File: config.mk
export PLATFORM = sky130hd
export DESIGN_NAME = sprite_layer_compositor
export DESIGN_NICKNAME = d
export VERILOG_FILES = /design/src/rtl/game_pkg.sv /design/src/rtl/frame_collision_tracker.sv /design/src/rtl/sprite_layer_compositor.sv
export SDC_FILE = /design/constraint.sdc
export NUM_CORES = 1
export LEC_CHECK = 0
export BUFFER_PORTS_ARGS = -buffer_cell sky130_fd_sc_hd__buf_2
export CORE_MARGIN = 8
export CORE_UTILIZATION = 51
export DETAILED_ROUTE_END_ITERATION = 16
export HOLD_SLACK_MARGIN = 0.06
export PLACE_DENSITY = 0.81
export SKIP_CTS_REPAIR_TIMING = 1
export SLEW_MARGIN = 5
export SYNTH_ARGS = -nofsm -noshare
export SYNTH_HDL_FRONTEND = slang
export SYNTH_SLANG_ARGS = --single-unit
File: constraint.sdc
create_clock -name i_clk -period 2.4 [get_ports i_clk]
set_input_delay 0.36 -clock i_clk [delete_from_list [all_inputs] [get_ports i_clk]]
set_output_delay 0.36 -clock i_clk [all_outputs]
set_load 0.005 [all_outputs]
File: src/rtl/game_pkg.sv
// Shared game-video types: pixel colour struct, layer indices and the
// frame-collision FSM state encoding.
package game_pkg;
  typedef struct packed {
    logic [7:0] r;
    logic [7:0] g;
    logic [7:0] b;
  } rgb_t;

  localparam int LAYER_PLAYER  = 0;
  localparam int LAYER_TERRAIN = 1;

  typedef enum logic {WAIT_FRAME, RUN} frame_state_t;
endpackage

File: src/rtl/frame_collision_tracker.sv
// Per-frame player-vs-layer collision accumulator, reported on each v_sync rise.
// The partial frame seen after reset is discarded (WAIT_FRAME).
module frame_collision_tracker
  import game_pkg::*;
#(
  parameter int N_LAYERS = 4
) (
  input  logic                i_clk,
  input  logic                i_rst,
  input  logic                i_v_sync,
  input  logic [N_LAYERS-1:0] i_coll,
  output logic [N_LAYERS-1:0] o_collision_mask,
  output logic                o_collision_valid,
  output logic [15:0]         o_frame_cnt
);
  frame_state_t        state, state_nxt;
  logic                vs_prev;
  logic                rise;
  logic                report;
  logic [N_LAYERS-1:0] acc;

  assign rise = i_v_sync & ~vs_prev;

  always_ff @(posedge i_clk) begin
    if (i_rst) state <= WAIT_FRAME;
    else       state <= state_nxt;
  end

  always_comb begin
    state_nxt = state;
    if (state == WAIT_FRAME && rise) state_nxt = RUN;
  end

  always_comb begin
    report = (state == RUN) && rise;
  end

  // On a report edge the same-cycle collision term seeds the new frame.
  always_ff @(posedge i_clk) begin
    if (i_rst) begin
      vs_prev           <= 1'b0;
      acc               <= '0;
      o_collision_mask  <= '0;
      o_collision_valid <= 1'b0;
      o_frame_cnt       <= '0;
    end else begin
      vs_prev           <= i_v_sync;
      o_collision_valid <= report;
      o_frame_cnt       <= o_frame_cnt + 16'(report);
      if (state == WAIT_FRAME) begin
        acc <= '0;
      end else if (report) begin
        o_collision_mask <= acc;
        acc              <= i_coll;
      end else begin
        acc <= acc | i_coll;
      end
    end
  end
endmodule

File: src/rtl/sprite_layer_compositor.sv
// Two-stage priority mixer of N sprite layers over a flat background, plus
// per-frame player collision reporting.
module sprite_layer_compositor
  import game_pkg::*;
#(
  parameter int          N_LAYERS = 4,
  parameter logic [23:0] BG_RGB   = 24'h000000
) (
  input  logic                     i_clk,
  input  logic                     i_rst,
  input  logic                     i_de,
  input  logic                     i_v_sync,
  input  logic [N_LAYERS-1:0]      i_layer_hit,
  input  logic [24*N_LAYERS-1:0]   i_layer_rgb,
  output logic [7:0]               o_red,
  output logic [7:0]               o_green,
  output logic [7:0]               o_blue,
  output logic                     o_de,
  output logic [N_LAYERS-1:0]      o_collision_mask,
  output logic                     o_collision_valid,
  output logic [15:0]              o_frame_cnt
);
  logic                      s1_de;
  logic [N_LAYERS-1:0]       s1_hit;
  rgb_t [N_LAYERS-1:0]       s1_rgb;
  rgb_t                      mix;
  logic [N_LAYERS-1:0]       coll;

  // Non-hit colours are zeroed at capture so undriven data never propagates.
  always_ff @(posedge i_clk) begin
    if (i_rst) begin
      s1_de  <= 1'b0;
      s1_hit <= '0;
      s1_rgb <= '0;
    end else begin
      s1_de  <= i_de;
      s1_hit <= i_layer_hit;
      for (int k = 0; k < N_LAYERS; k++)
        s1_rgb[k] <= i_layer_hit[k] ? rgb_t'(i_layer_rgb[24*k +: 24]) : '0;
    end
  end

  // Scan from lowest priority upward so the lowest hit index wins.
  always_comb begin
    mix = rgb_t'(BG_RGB);
    for (int k = N_LAYERS - 1; k >= 0; k--)
      if (s1_hit[k]) mix = s1_rgb[k];
  end

  always_comb begin
    coll = '0;
    for (int k = 1; k < N_LAYERS; k++)
      coll[k] = s1_de & s1_hit[LAYER_PLAYER] & s1_hit[k];
  end

  always_ff @(posedge i_clk) begin
    if (i_rst) begin
      o_de                     <= 1'b0;
      {o_red, o_green, o_blue} <= '0;
    end else begin
      o_de                     <= s1_de;
      {o_red, o_green, o_blue} <= s1_de ? mix : '0;
    end
  end

  frame_collision_tracker #(.N_LAYERS(N_LAYERS)) u_trk (
    .i_clk             (i_clk),
    .i_rst             (i_rst),
    .i_v_sync          (i_v_sync),
    .i_coll            (coll),
    .o_collision_mask  (o_collision_mask),
    .o_collision_valid (o_collision_valid),
    .o_frame_cnt       (o_frame_cnt)
  );
endmodule

Word level (Yosys, flattened, before mapping)
Index checks and enable logic that the tools add are counted.
- bits in registers: 153
- logic and storage cells: 54
- output and inout port bits: 46
- input port bits: 104
- add/sub/neg operators: 1
- bitwise operators: 13
- reduce and logical (&&, ||, !) cells: 10
- mux-type cells: 5
- operators by type and width (cell ; number):
    $mux 24 ; 4
    $add 16x1->16 ; 1
    $reduce_or 2->1 ; 6
    $not 1->1 ; 7
    $and 1x1->1 ; 5
    $mux 4 ; 1
    $or 4x4->4 ; 1
    $reduce_or 3->1 ; 1
    $logic_and 1x1->1 ; 2
    $reduce_and 2->1 ; 1

Logic depth before layout (Yosys ltp)
Gate-level depths: netlist (run 1).
- depth in word-level cells: 4
- gate-level depth with buffers: 7
- gate-level depth less buffers: 7

Hierarchy
From an unflattened synthesis (run 1), not the netlist that was laid out.
- cell total of the unflattened synthesis: 482
- area, all modules: 5351.4 um2
- modules (own cells, without submodules) (module ; area each (um2) ; seq. area each (um2) ; cells each ; instances):
    sprite_layer_compositor ; 4220.3 ; 2522.4 ; 363 ; 1
    frame_collision_tracker ; 1131.1 ; 540.5 ; 119 ; 1

Least setup slack after synthesis (run 1)
No wires, ideal clock.
- kind: register to register
- from: register u_trk.vs_prev
- to: register u_trk.o_frame_cnt[14]
- path slack: 0.430 ns
- arrival: 1.849 ns
- cell stages (with the launch flop): 8
- required time: 2.279 ns
- period minus slack after synthesis: 1.970 ns
- setup time: 0.121 ns
- buffers on the path: 0
- cell sequence: dfxtp_1 > nand3b_1 > inv_1 > ha_1 > ha_1 > nand2_1 > nor4_1 > mux2_2
- longest elaborated chain between the ends: 4
- RTL lines (what ; RTL line ; RTL):
    start: declaration ; frame_collision_tracker.sv:17 ; logic vs_prev;
    start signal: assignment ; frame_collision_tracker.sv:47 ; vs_prev <= i_v_sync;
    $not 1->1 ; frame_collision_tracker.sv:22 ; assign rise = i_v_sync & ~vs_prev;
    $and 1x1->1 ; frame_collision_tracker.sv:22 ;
    $logic_and 1x1->1 ; frame_collision_tracker.sv:35 ; report = (state == RUN) && rise;
    named net u_trk.report ; frame_collision_tracker.sv:19 ; logic report;
    $add 16x1->16 ; frame_collision_tracker.sv:49 ; o_frame_cnt <= o_frame_cnt + 16'(report);
    end signal: assignment ; frame_collision_tracker.sv:49 ;
    end: declaration ; frame_collision_tracker.sv:14 ; output logic [15:0] o_frame_cnt
The timed path passes the listed nets, and every way through them passes these cells.
A chain may end at the register's enable or synchronous reset.

Worst setup path in the final report (run 1)
Same ends and word-level chain as after synthesis.

==> results of run 1 <==
==> critical path: stages, from the launching register on <==
cell and delay [ns]:
dfxtp_1 0.32, nand3b_1 0.19, inv_1 0.10, ha_1 0.17
ha_1 0.23, nand2_1 0.18, nor4_1 0.36, mux2_2 0.38
==> logic make-up after synthesis <==
group | Yosys count
AO/OA/AOI/OAI | 90
buffers and inverters | 64
adder cells (fa/ha/maj) | 3
AND/OR/NAND/NOR | 198
XOR/XNOR | 3
other | 1
multiplexers | 7
flip-flops | 151
==> synth_stat cells (2+ instances only) <==
| library cell | count | area, µm² |
|---|---|---|
| dfxtp_1 | 151 | 3020 |
| and2_1 | 96 | 601 |
| a21oi_1 | 56 | 280 |
| inv_1 | 29 | 109 |
| nand2_1 | 27 | 101 |
| clkbuf_1 | 25 | 93.8 |
| nand3b_1 | 25 | 188 |
| a221o_1 | 24 | 240 |
| nor2_1 | 14 | 52.6 |
| nor2b_1 | 12 | 75.1 |
| buf_2 | 7 | 35.0 |
| nand3_1 | 6 | 30.0 |
| mux2_2 | 4 | 45.0 |
| nor4_1 | 4 | 25.0 |
| o31ai_1 | 4 | 30.0 |
| or4_1 | 4 | 30.0 |
| a32oi_1 | 3 | 26.3 |
| ha_1 | 3 | 37.5 |
| mux2i_1 | 3 | 30.0 |
| nand4_1 | 3 | 18.8 |
| o21ai_0 | 3 | 15.0 |
| or3_1 | 3 | 18.8 |
| nand2b_1 | 2 | 12.5 |
| xor2_1 | 2 | 17.5 |
==> sequential cells by signal, indices dropped and copies added (netlist names) <==
name                     flops
u_trk.state                  1
s1_de                        1
s1_rgb                      96
u_trk.acc                    3
u_trk.o_collision_mask       3
u_trk.o_collision_valid      1
o_green                      8
o_red                        8
s1_hit                       4
o_blue                       8
o_de                         1
u_trk.o_frame_cnt           16
u_trk.vs_prev                1
==> path summary, 6_finish.rpt <==
| check | depth (start not counted) | to | startpoint | slack [ns] |
|---|---|---|---|---|
| worst max-delay path | 7 | u_trk.o_frame_cnt[14] | u_trk.vs_prev | 0.37 |
| worst min-delay path | 2 | s1_rgb[57] | i_layer_rgb[57] | 0.06 |
| worst max register to register | 7 | u_trk.o_frame_cnt[14] | u_trk.vs_prev | 0.37 |
| worst min register to register | 1 | u_trk.o_collision_valid | u_trk.vs_prev | 0.44 |
==> layer usage <==
metal  wire [µm]  GRT usage, %
met1        5850          22.4
met2        6990          32.5
met3        1010          5.70
met4         412          6.74
met5           0             0
==> final cells by class <==
class	instances	area, µm²	area share [%]
Sequential cell	151	3030	42.0
Tap cell	136	170	2.36
Timing Repair Buffer	222	1450	20.1
Clock inverter	9	77.6	1.08
Multi-Input combinational cell	302	1920	26.6
Clock buffer	21	459	6.37
Inverter	29	109	1.51
==> report_power, final <==
part | total (mW) | switching (mW) | leakage, nW | internal, mW
Combinational | 0.376 | 0.153 | 1.62 | 0.224
Clock | 2.38 | 0.951 | 0.261 | 1.43
Sequential | 2.65 | 0.0566 | 1.24 | 2.59
Total | 5.41 | 1.16 | 3.12 | 4.25
==> run summary, run 1 <==
Total Power = 5.41 mW
Residual DRC = 0
io pins = 150
die span in y = 117 µm
max-cap viol count = 0
number of flops mapped to enable cells by yosys = 0
post-synthesis simple-gate area fraction = 22.6%
weighted congestion reported at the end of routability-driven placement = 0.810
Arr. time, crit path = 2.43 ns
result of the run = finished clean
signed area change from the synthesized netlist to the final layout = 38.9%
Post-Synth XOR/XNOR Area = 0.506%
Slew Limit Fails = 0
clock latency on the worst-skew pair = 0.51 ns
Mapped Cells = 517
post-placement cell area = 6050 µm²
Filler Cells Inserted = 715
Startpoint Class = flop
cell count after placement = 778
final core utilization = 71.4%
Fin Setup TNS = 0 ns
number of H-tree branching levels = 4
final global-route overflow total = 0
fraction of final layout cells sized beyond drive strength 1 = 27.2%
Hold Vio Cnt, Final = 0
Antenna Nets Post-Route = 0
biggest fanout along the worst timing path = 8
wire length of the first global-routing pass = 19,900 µm
prevailing post-synth register cell = dfxtp_1
Pwr per Cell Area = 750 nW/µm²
final HPWL from detailed placement = 9070 µm
multiplexer fraction of the synthesized cell area = 1.45%
post-route minimum period = 2.03 ns
Synth async-reset ratio = 0%
average wire length per cell after detail routing = 16.4 µm
non-filler cells in the finished layout = 870
leakage power of the design = 3.12 nW
antenna violations before repair = 0
Post-Synthesis Cell Area = 5190 µm²
worst max-slew margin expressed relative to the limit = 36.9%
Clk pin slew, worst setup/hold paths = 0.06 ns
final critical-path share of the clock period = 84.7%
drt initial violations = 264
area of the die = 13,700 µm²
CTS tree = built
Num CTS Buffers = 17
quantity of I/O buffers inserted on ports = 148
post-route cell area = 7210 µm²
leading cell type in the layout, fill and taps excluded = dfxtp_1
FMAX = 492 MHz
aggregate global-route resource usage = 19.1%
post-placement worst setup slack = 0.300 ns
first-pass iteration count of the detailed router = 4
number of warnings reported in the yosys synthesis log = 0
Compound-Gate Fraction of Synth Area = 11.4%
final worst hold slack = 0.0566 ns
endpoint type of the worst setup path = flop
CORE AREA = 10,100 µm²
total inserted antenna cells = 0
clock sink count = 151
routed wire length = 14,300 µm
count of vias placed by the detailed router = 4,407
type of the worst min-delay path = primary input to flop
number of core rows = 37
ratio of routed vias to standard cells = 5.07
RSZ-0062 raised after global routing = false
Avg Synthesized Cell Area = 10.0 µm²
effective utilization at floorplan = 51.4%
Horiz. Die Dim = 117 µm
CP Data Required Time = 2.80 ns
clock tree buffer depth = 2
Seq/Total Area, Yosys = 58.2%
Clk Tree Root Cell = clkbuf_8
vias in the first global route = 4,135
category of the critical setup timing path = flop to flop
layout net count = 830
commonest cells after routing, fill and taps aside = dfxtp_1, buf_2, and2_1
synthesized netlist net count = 624
fin worst setup slack = 0.368 ns
maximum number of pins on one net before global-route repair = 50
adder and majority gate portion of the synthesized area = 0.723%
count of cell types in the netlist = 31
transition time at the pin with the least slew margin = 0.947 ns
maximum resistive drop on vdd = 0.000366 V
main combinational cell family by area after synthesis = simple AND/OR/NAND/NOR gates
Post-Route Skew = 0.00767 ns
post-synthesis sequential element count = 151
count of final setup violators = 0
(Power assumes the default switching activity.)
==> run 2, diff against run 1 <==
Settings changed: CORE_UTILIZATION 51 to 46, PLACE_DENSITY 0.81 to 0.77.
Clock period 2.4 ns to 1.7 ns, I/O delays scaled along.
==> run 2 against run 1 <==
Effect of this change: core utilization shrank 0.47 points; final cell count grew 6.0%; global-route usage shrank 0.71 points; routed wire length grew 7.6%; sequential share of layout area shrank 3.0 points; power grew 46%; maximum frequency grew 20%; final area grew 7.6%; register-to-register slack lost 0.36 ns; die area grew 9.3%; setup slack lost 0.36 ns; sequential cell count is the same; largest cell class unchanged.
==> run summary, run 2 (same netlist as run 1, synthesis figures left out) <==
result of the run = finished clean (unchanged)
Pwr per Cell Area = 1020 nW/µm² (was 750 nW/µm²)
vias in the first global route = 4,385 (was 4,135)
Clk pin slew, worst setup/hold paths = 0.06 ns (about the same)
fraction of final layout cells sized beyond drive strength 1 = 29.7% (was 27.2%)
worst-path cell chain = nand3b_1 > inv_2 > ha_4 > ha_4 > nand2_4 > buf_6 > or4_4 > a21oi_2 (was nand3b_1 > inv_1 > ha_1 > ha_1 > nand2_1 > nor4_1 > mux2_2)
count of vias placed by the detailed router = 4,553 (was 4,407)
maximum resistive drop on vdd = 0.000783 V (was 0.000366 V)
biggest fanout along the worst timing path = 5 (was 8)
count of final setup violators = 0 (unchanged)
post-route minimum period = 1.69 ns (was 2.03 ns)
RSZ-0062 raised after global routing = true (was false)
CTS tree = built (unchanged)
die span in y = 122 µm (was 117 µm)
aggregate global-route resource usage = 18.4% (was 19.1%)
drt initial violations = 295 (was 264)
io pins = 150 (unchanged)
commonest cells after routing, fill and taps aside = buf_2, dfxtp_1, and2_1 (was dfxtp_1, buf_2, and2_1)
register containing the most flip-flops in the final layout = s1_rgb (unchanged)
Antenna Nets Post-Route = 0 (unchanged)
final global-route overflow total = 0 (unchanged)
max-cap viol count = 0 (unchanged)
maximum number of pins on one net before global-route repair = 42 (was 50)
clock sink count = 151 (unchanged)
largest registers = s1_rgb: 96 flops, u_trk.o_frame_cnt: 16 flops (unchanged)
CORE AREA = 10,900 µm² (was 10,100 µm²)
Slew Limit Fails = 0 (unchanged)
flip-flop count of the largest register after layout = 96 (unchanged)
Filler Cells Inserted = 751 (was 715)
category of the critical setup timing path = flop to flop (unchanged)
final critical-path share of the clock period = 99.4% (was 84.7%)
signed area change from the synthesized netlist to the final layout = 49.5% (was 38.9%)
antenna violations before repair = 1 (was 0)
effective utilization at floorplan = 47.5% (was 51.4%)
Slowest cell on crit path = or4_4 (was mux2_2)
Startpoint Class = flop (unchanged)
endpoint type of the worst setup path = flop (unchanged)
cell count after placement = 798 (was 778)
first-pass iteration count of the detailed router = 5 (was 4)
Num CTS Buffers = 17 (unchanged)
final core utilization = 71.0% (was 71.4%)
number of H-tree branching levels = 4 (unchanged)
Post-Route Skew = 0.00645 ns (was 0.00767 ns)
final HPWL from detailed placement = 9400 µm (was 9070 µm)
leakage power of the design = 3.38 nW (was 3.12 nW)
layout net count = 875 (was 830)
type of the worst min-delay path = primary input to flop (unchanged)
FMAX = 592 MHz (was 492 MHz)
ratio of routed vias to standard cells = 4.94 (was 5.07)
number of core rows = 38 (was 37)
wire length of the first global-routing pass = 21,300 µm (was 19,900 µm)
fin worst setup slack = 0.00940 ns (was 0.368 ns)
Hold Vio Cnt, Final = 0 (unchanged)
routed wire length = 15,400 µm (was 14,300 µm)
clock latency on the worst-skew pair = 0.41 ns (was 0.51 ns)
CP Data Required Time = 2.05 ns (was 2.80 ns)
weighted congestion reported at the end of routability-driven placement = 0.811 (was 0.810)
delay of the slowest cell on the worst path = 0.41 ns (was 0.38 ns)
Horiz. Die Dim = 122 µm (was 117 µm)
area of the die = 14,900 µm² (was 13,700 µm²)
Clk Tree Root Cell = clkbuf_16 (was clkbuf_8)
Residual DRC = 0 (unchanged)
most used cell along the critical path = ha_4 (was ha_1)
Arr. time, crit path = 2.04 ns (was 2.43 ns)
quantity of I/O buffers inserted on ports = 148 (unchanged)
clock tree buffer depth = 2 (unchanged)
post-placement worst setup slack = -0.0564 ns (was 0.300 ns)
non-filler cells in the finished layout = 922 (was 870)
average wire length per cell after detail routing = 16.7 µm (was 16.4 µm)
-- run 2: area by class of cell --
class,instances,area [µm²],share of cell area (%)
flip-flops and latches,151,3030,39.0
multi-input cells,302,1990,25.7
repair buffers,267,1880,24.3
clock buffers,23,498,6.42
well taps,140,175,2.26
inverters,29,109,1.40
clock inverters,9,72.6,0.935
diodes,1,2.50,0.0322
-- run 2: final timing paths --
| kind | startpoint | endpoint | slack (ns) | depth (start not counted) |
|---|---|---|---|---|
| max | u_trk.vs_prev | u_trk.o_frame_cnt[10] | 0.009 | 8 |
| min | i_layer_rgb[74] | s1_rgb[74] | 0.05 | 2 |
| max reg2reg | u_trk.vs_prev | u_trk.o_frame_cnt[10] | 0.009 | 8 |
| min reg2reg | s1_rgb[16] | o_red[0] | 0.45 | 2 |
-- run 2: critical path: cells and delay by family, from the launching register on --
family                   cells  cell delay (ns)
adder cells (fa/ha/maj)      2             0.28
flip-flops                   1             0.31
buffers and inverters        2             0.24
AO/OA/AOI/OAI                1             0.14
AND/OR/NAND/NOR              3             0.65
-- run 2: per-stage QoR --
stage | hold slack (ns) | area (µm²) | TNS [ns] | total power [mW]
3_5_place_dp | 0.442 | 6230 | -0.117 | 4.23
4_1_cts | 0.0201 | 6800 | -0.182 | 7.77
2_1_floorplan | 0.377 | 5220 | -0.332 | 4.00
3_3_place_gp | 0.436 | 6230 | 0 | 4.22
5_1_grt | 0.0653 | 7760 | -0.0749 | 8.15
6_report | 0.0498 | 7760 | 0 | 7.89
-- run 2: metal layers --
metal  global-route usage [%]  routed length [µm]  up-vias
met3                     6.71                 933       35
met5                        0                   0        -
met4                     7.39                 352        0
met1                     19.2                6070     2137
met2                     32.9                7990      156
li1                         -                   -     2225
-- run 2: power by group --
part	switching [mW]	internal [mW]	leakage, nW
combinational	0.257	0.371	1.86
clock	1.37	2.19	0.288
sequential	0.0474	3.66	1.24
==> run 3, diff against run 2 <==
Settings changed: ABC_AREA set to 1, CORE_UTILIZATION 46 to 55, PLACE_DENSITY 0.77 to 0.86.
Clock period 1.7 ns to 2 ns, I/O delays scaled along.
==> run 3 against run 2 <==
Effect of this change: core utilization grew 8.7 points; first-iteration DRC count increased by 80%; area after synthesis increased by 3.0%; sequential cell count stayed put; sequential share of layout area is 0.53 points higher; clock-buffer cell count down 5; via count increased by 15%; synthesized cell count rose by 32%; routed wire length rose by 8.6%; global-route usage rose by 1.3 points; hold slack improved by 0.14 ns; setup slack improved by 0.22 ns.
==> run summary, run 3 <==
clock tree buffer depth = 2 (unchanged)
biggest fanout along the worst timing path = 6 (was 5)
adder and majority gate portion of the synthesized area = 0.702% (was 0.723%)
clock latency on the worst-skew pair = 0.52 ns (was 0.41 ns)
signed area change from the synthesized netlist to the final layout = 43.0% (was 49.5%)
area of the die = 13,100 µm² (was 14,900 µm²)
Residual DRC = 0 (unchanged)
ratio of routed vias to standard cells = 4.90 (was 4.94)
RSZ-0062 raised after global routing = false (was true)
antenna violations before repair = 0 (was 1)
worst max-slew margin expressed relative to the limit = 53.0%
endpoint type of the worst setup path = flop (unchanged)
leading cell type in the layout, fill and taps excluded = dfxtp_1
number of flops mapped to enable cells by yosys = 0 (unchanged)
fraction of final layout cells sized beyond drive strength 1 = 20.9% (was 29.7%)
Horiz. Die Dim = 115 µm (was 122 µm)
final critical-path share of the clock period = 88.7%
top cells by count, synth = dfxtp_1, inv_1, nor2_1 (was dfxtp_1, and2_1, a21oi_1)
count of final setup violators = 0 (unchanged)
Compound-Gate Fraction of Synth Area = 10.7% (was 11.4%)
final HPWL from detailed placement = 9210 µm (was 9400 µm)
layout net count = 1,027 (was 875)
count of cell types in the netlist = 27 (was 31)
non-filler cells in the finished layout = 1,067 (was 922)
average wire length per cell after detail routing = 15.6 µm (was 16.7 µm)
first-pass iteration count of the detailed router = 7 (was 5)
wire length of the first global-routing pass = 20,300 µm (was 21,300 µm)
count of vias placed by the detailed router = 5,230 (was 4,553)
multiplexer fraction of the synthesized cell area = 0% (was 1.45%)
Seq/Total Area, Yosys = 56.5% (was 58.2%)
Hold Vio Cnt, Final = 0 (unchanged)
CP Data Required Time = 2.38 ns (was 2.05 ns)
clock sink count = 151 (unchanged)
Clk pin slew, worst setup/hold paths = 0.06 ns (about the same)
cell accounting for the most synthesized area = dfxtp_1 (unchanged)
post-route minimum period = 1.77 ns
Post-Route Skew = 0.00858 ns (was 0.00645 ns)
aggregate global-route resource usage = 19.7% (was 18.4%)
Arr. time, crit path = 2.16 ns (was 2.04 ns)
synthesized netlist net count = 788 (was 624)
Num CTS Buffers = 17 (unchanged)
drt initial violations = 532 (was 295)
Startpoint Class = primary input (was flop)
post-synthesis simple-gate area fraction = 19.1% (was 22.6%)
largest registers = s1_rgb: 96 flops, u_trk.o_frame_cnt: 16 flops (unchanged)
number of core rows = 36 (was 38)
prevailing post-synth register cell = dfxtp_1 (unchanged)
post-synthesis sequential element count = 151 (unchanged)
vias in the first global route = 4,363 (was 4,385)
Synth async-reset ratio = 0% (unchanged)
final worst hold slack = 0.188 ns (was 0.0498 ns)
most numerous cell in the Yosys netlist = dfxtp_1 (unchanged)
Filler Cells Inserted = 568 (was 751)
maximum number of pins on one net before global-route repair = 50 (was 42)
flip-flop count of the largest register after layout = 96 (unchanged)
transition time at the pin with the least slew margin = 0.704 ns
Slew Limit Fails = 0 (unchanged)
type of the worst min-delay path = primary input to flop (unchanged)
Clk Tree Root Cell = clkbuf_8 (was clkbuf_16)
Mapped Cells = 681 (was 517)
die span in y = 115 µm (was 122 µm)
Antenna Nets Post-Route = 0 (unchanged)
main combinational cell family by area after synthesis = simple AND/OR/NAND/NOR gates (unchanged)
cell count after placement = 936 (was 798)
FMAX = 564 MHz
result of the run = finished clean (unchanged)
weighted congestion reported at the end of routability-driven placement = 0.824 (was 0.811)
leakage power of the design = 3.75 nW (was 3.38 nW)
register containing the most flip-flops in the final layout = s1_rgb (unchanged)
io pins = 150 (unchanged)
area share of the leading cell type in the synthesized netlist = 56.5% (was 58.2%)
Fin Setup TNS = 0 ns (unchanged)
effective utilization at floorplan = 55.7% (was 47.5%)
quantity of I/O buffers inserted on ports = 148 (unchanged)
Post-Synth XOR/XNOR Area = 0.491% (was 0.506%)
routed wire length = 16,700 µm (was 15,400 µm)
max-cap viol count = 0 (unchanged)
Avg Synthesized Cell Area = 7.85 µm² (was 10.0 µm²)
number of warnings reported in the yosys synthesis log = 0 (unchanged)
Post-Synthesis Cell Area = 5350 µm² (was 5190 µm²)
commonest cells after routing, fill and taps aside = dfxtp_1, buf_2, inv_1 (was buf_2, dfxtp_1, and2_1)
number of H-tree branching levels = 4 (unchanged)
maximum resistive drop on vdd = 0.000615 V (was 0.000783 V)
CORE AREA = 9590 µm² (was 10,900 µm²)
CTS tree = built (unchanged)
final global-route overflow total = 0 (unchanged)
category of the critical setup timing path = primary input to flop (was flop to flop)
Pwr per Cell Area = 881 nW/µm² (was 1020 nW/µm²)
largest cells by area after synthesis = dfxtp_1, inv_1, nor2_1, nand2_1, a21oi_1 (was dfxtp_1, and2_1, a21oi_1, a221o_1, nand3b_1)
[run 3: changes by cell type after synthesis, sizes merged, moves of 24 or more]
| cell | change |
|---|---|
| o21ai | +47 |
| inv | +96 |
| and2 | -96 |
| a221o | -24 |
| nand3b | -25 |
| nor2 | +109 |
| nand2 | +86 |
[run 3: final timing paths]
path	startpoint	end	slack, ns	cells after the start
setup / recovery	i_v_sync	u_trk.o_frame_cnt[8]	0.23	11
hold / removal	i_rst	u_trk.o_frame_cnt[3]	0.19	2
setup reg to reg	u_trk.vs_prev	u_trk.o_frame_cnt[8]	0.28	10
hold reg to reg	u_trk.acc[3]	u_trk.acc[3]	0.46	2
[run 3: through the flow]
stage          setup slack (ns)  instance area (µm²)  total power [mW]  util (%)
3_3_place_gp              0.343                 6100              3.56      63.5
3_5_place_dp              0.237                 6100              3.57      63.5
6_report                  0.227                 7650              6.74      79.7
2_1_floorplan             0.371                 5350              3.41         -
5_1_grt                 0.00625                 7640              6.93      79.7
4_1_cts                   0.263                 6660              6.54      69.4
[run 3: layout make-up]
class	count	area [µm²]	area share (%)
antenna	1	2.50	0.0327
clock buffer	18	428	5.60
clock inverter	14	138	1.80
inverter	125	472	6.17
multi-input combinational	374	1660	21.7
sequential	151	3020	39.5
tap	133	166	2.18
timing repair buffer	251	1760	23.0
[run 3: report_power, final]
part           switching (mW)  leakage [nW]  internal (mW)
Combinational           0.281          2.24          0.272
Clock                    1.33         0.268           1.71
Sequential             0.0333          1.23           3.11
[run 3: cells by family after synthesis]
family,Yosys count
buffers and inverters,156
AO/OA/AOI/OAI,113
adder cells (fa/ha/maj),3
flip-flops,151
XOR/XNOR,3
AND/OR/NAND/NOR,254
other,1
[run 3: worst max-delay path: stages]
cell,delay (ns)
dlygate4sd3_1,0.53
buf_2,0.11
nand3_1,0.10
inv_1,0.14
ha_1,0.20
ha_1,0.21
nand3_2,0.12
nor2_4,0.16
inv_1,0.08
nor3_1,0.13
nor3_1,0.07
[run 3: layer usage]
layer | up-vias | GRT usage, % | share of wire, %
met4 | 0 | 7.63 | 3.2
met3 | 50 | 5.43 | 7.1
li1 | 2527 | - | -
met5 | - | 0 | 0
met1 | 2397 | 23.4 | 39
met2 | 256 | 33.1 | 50
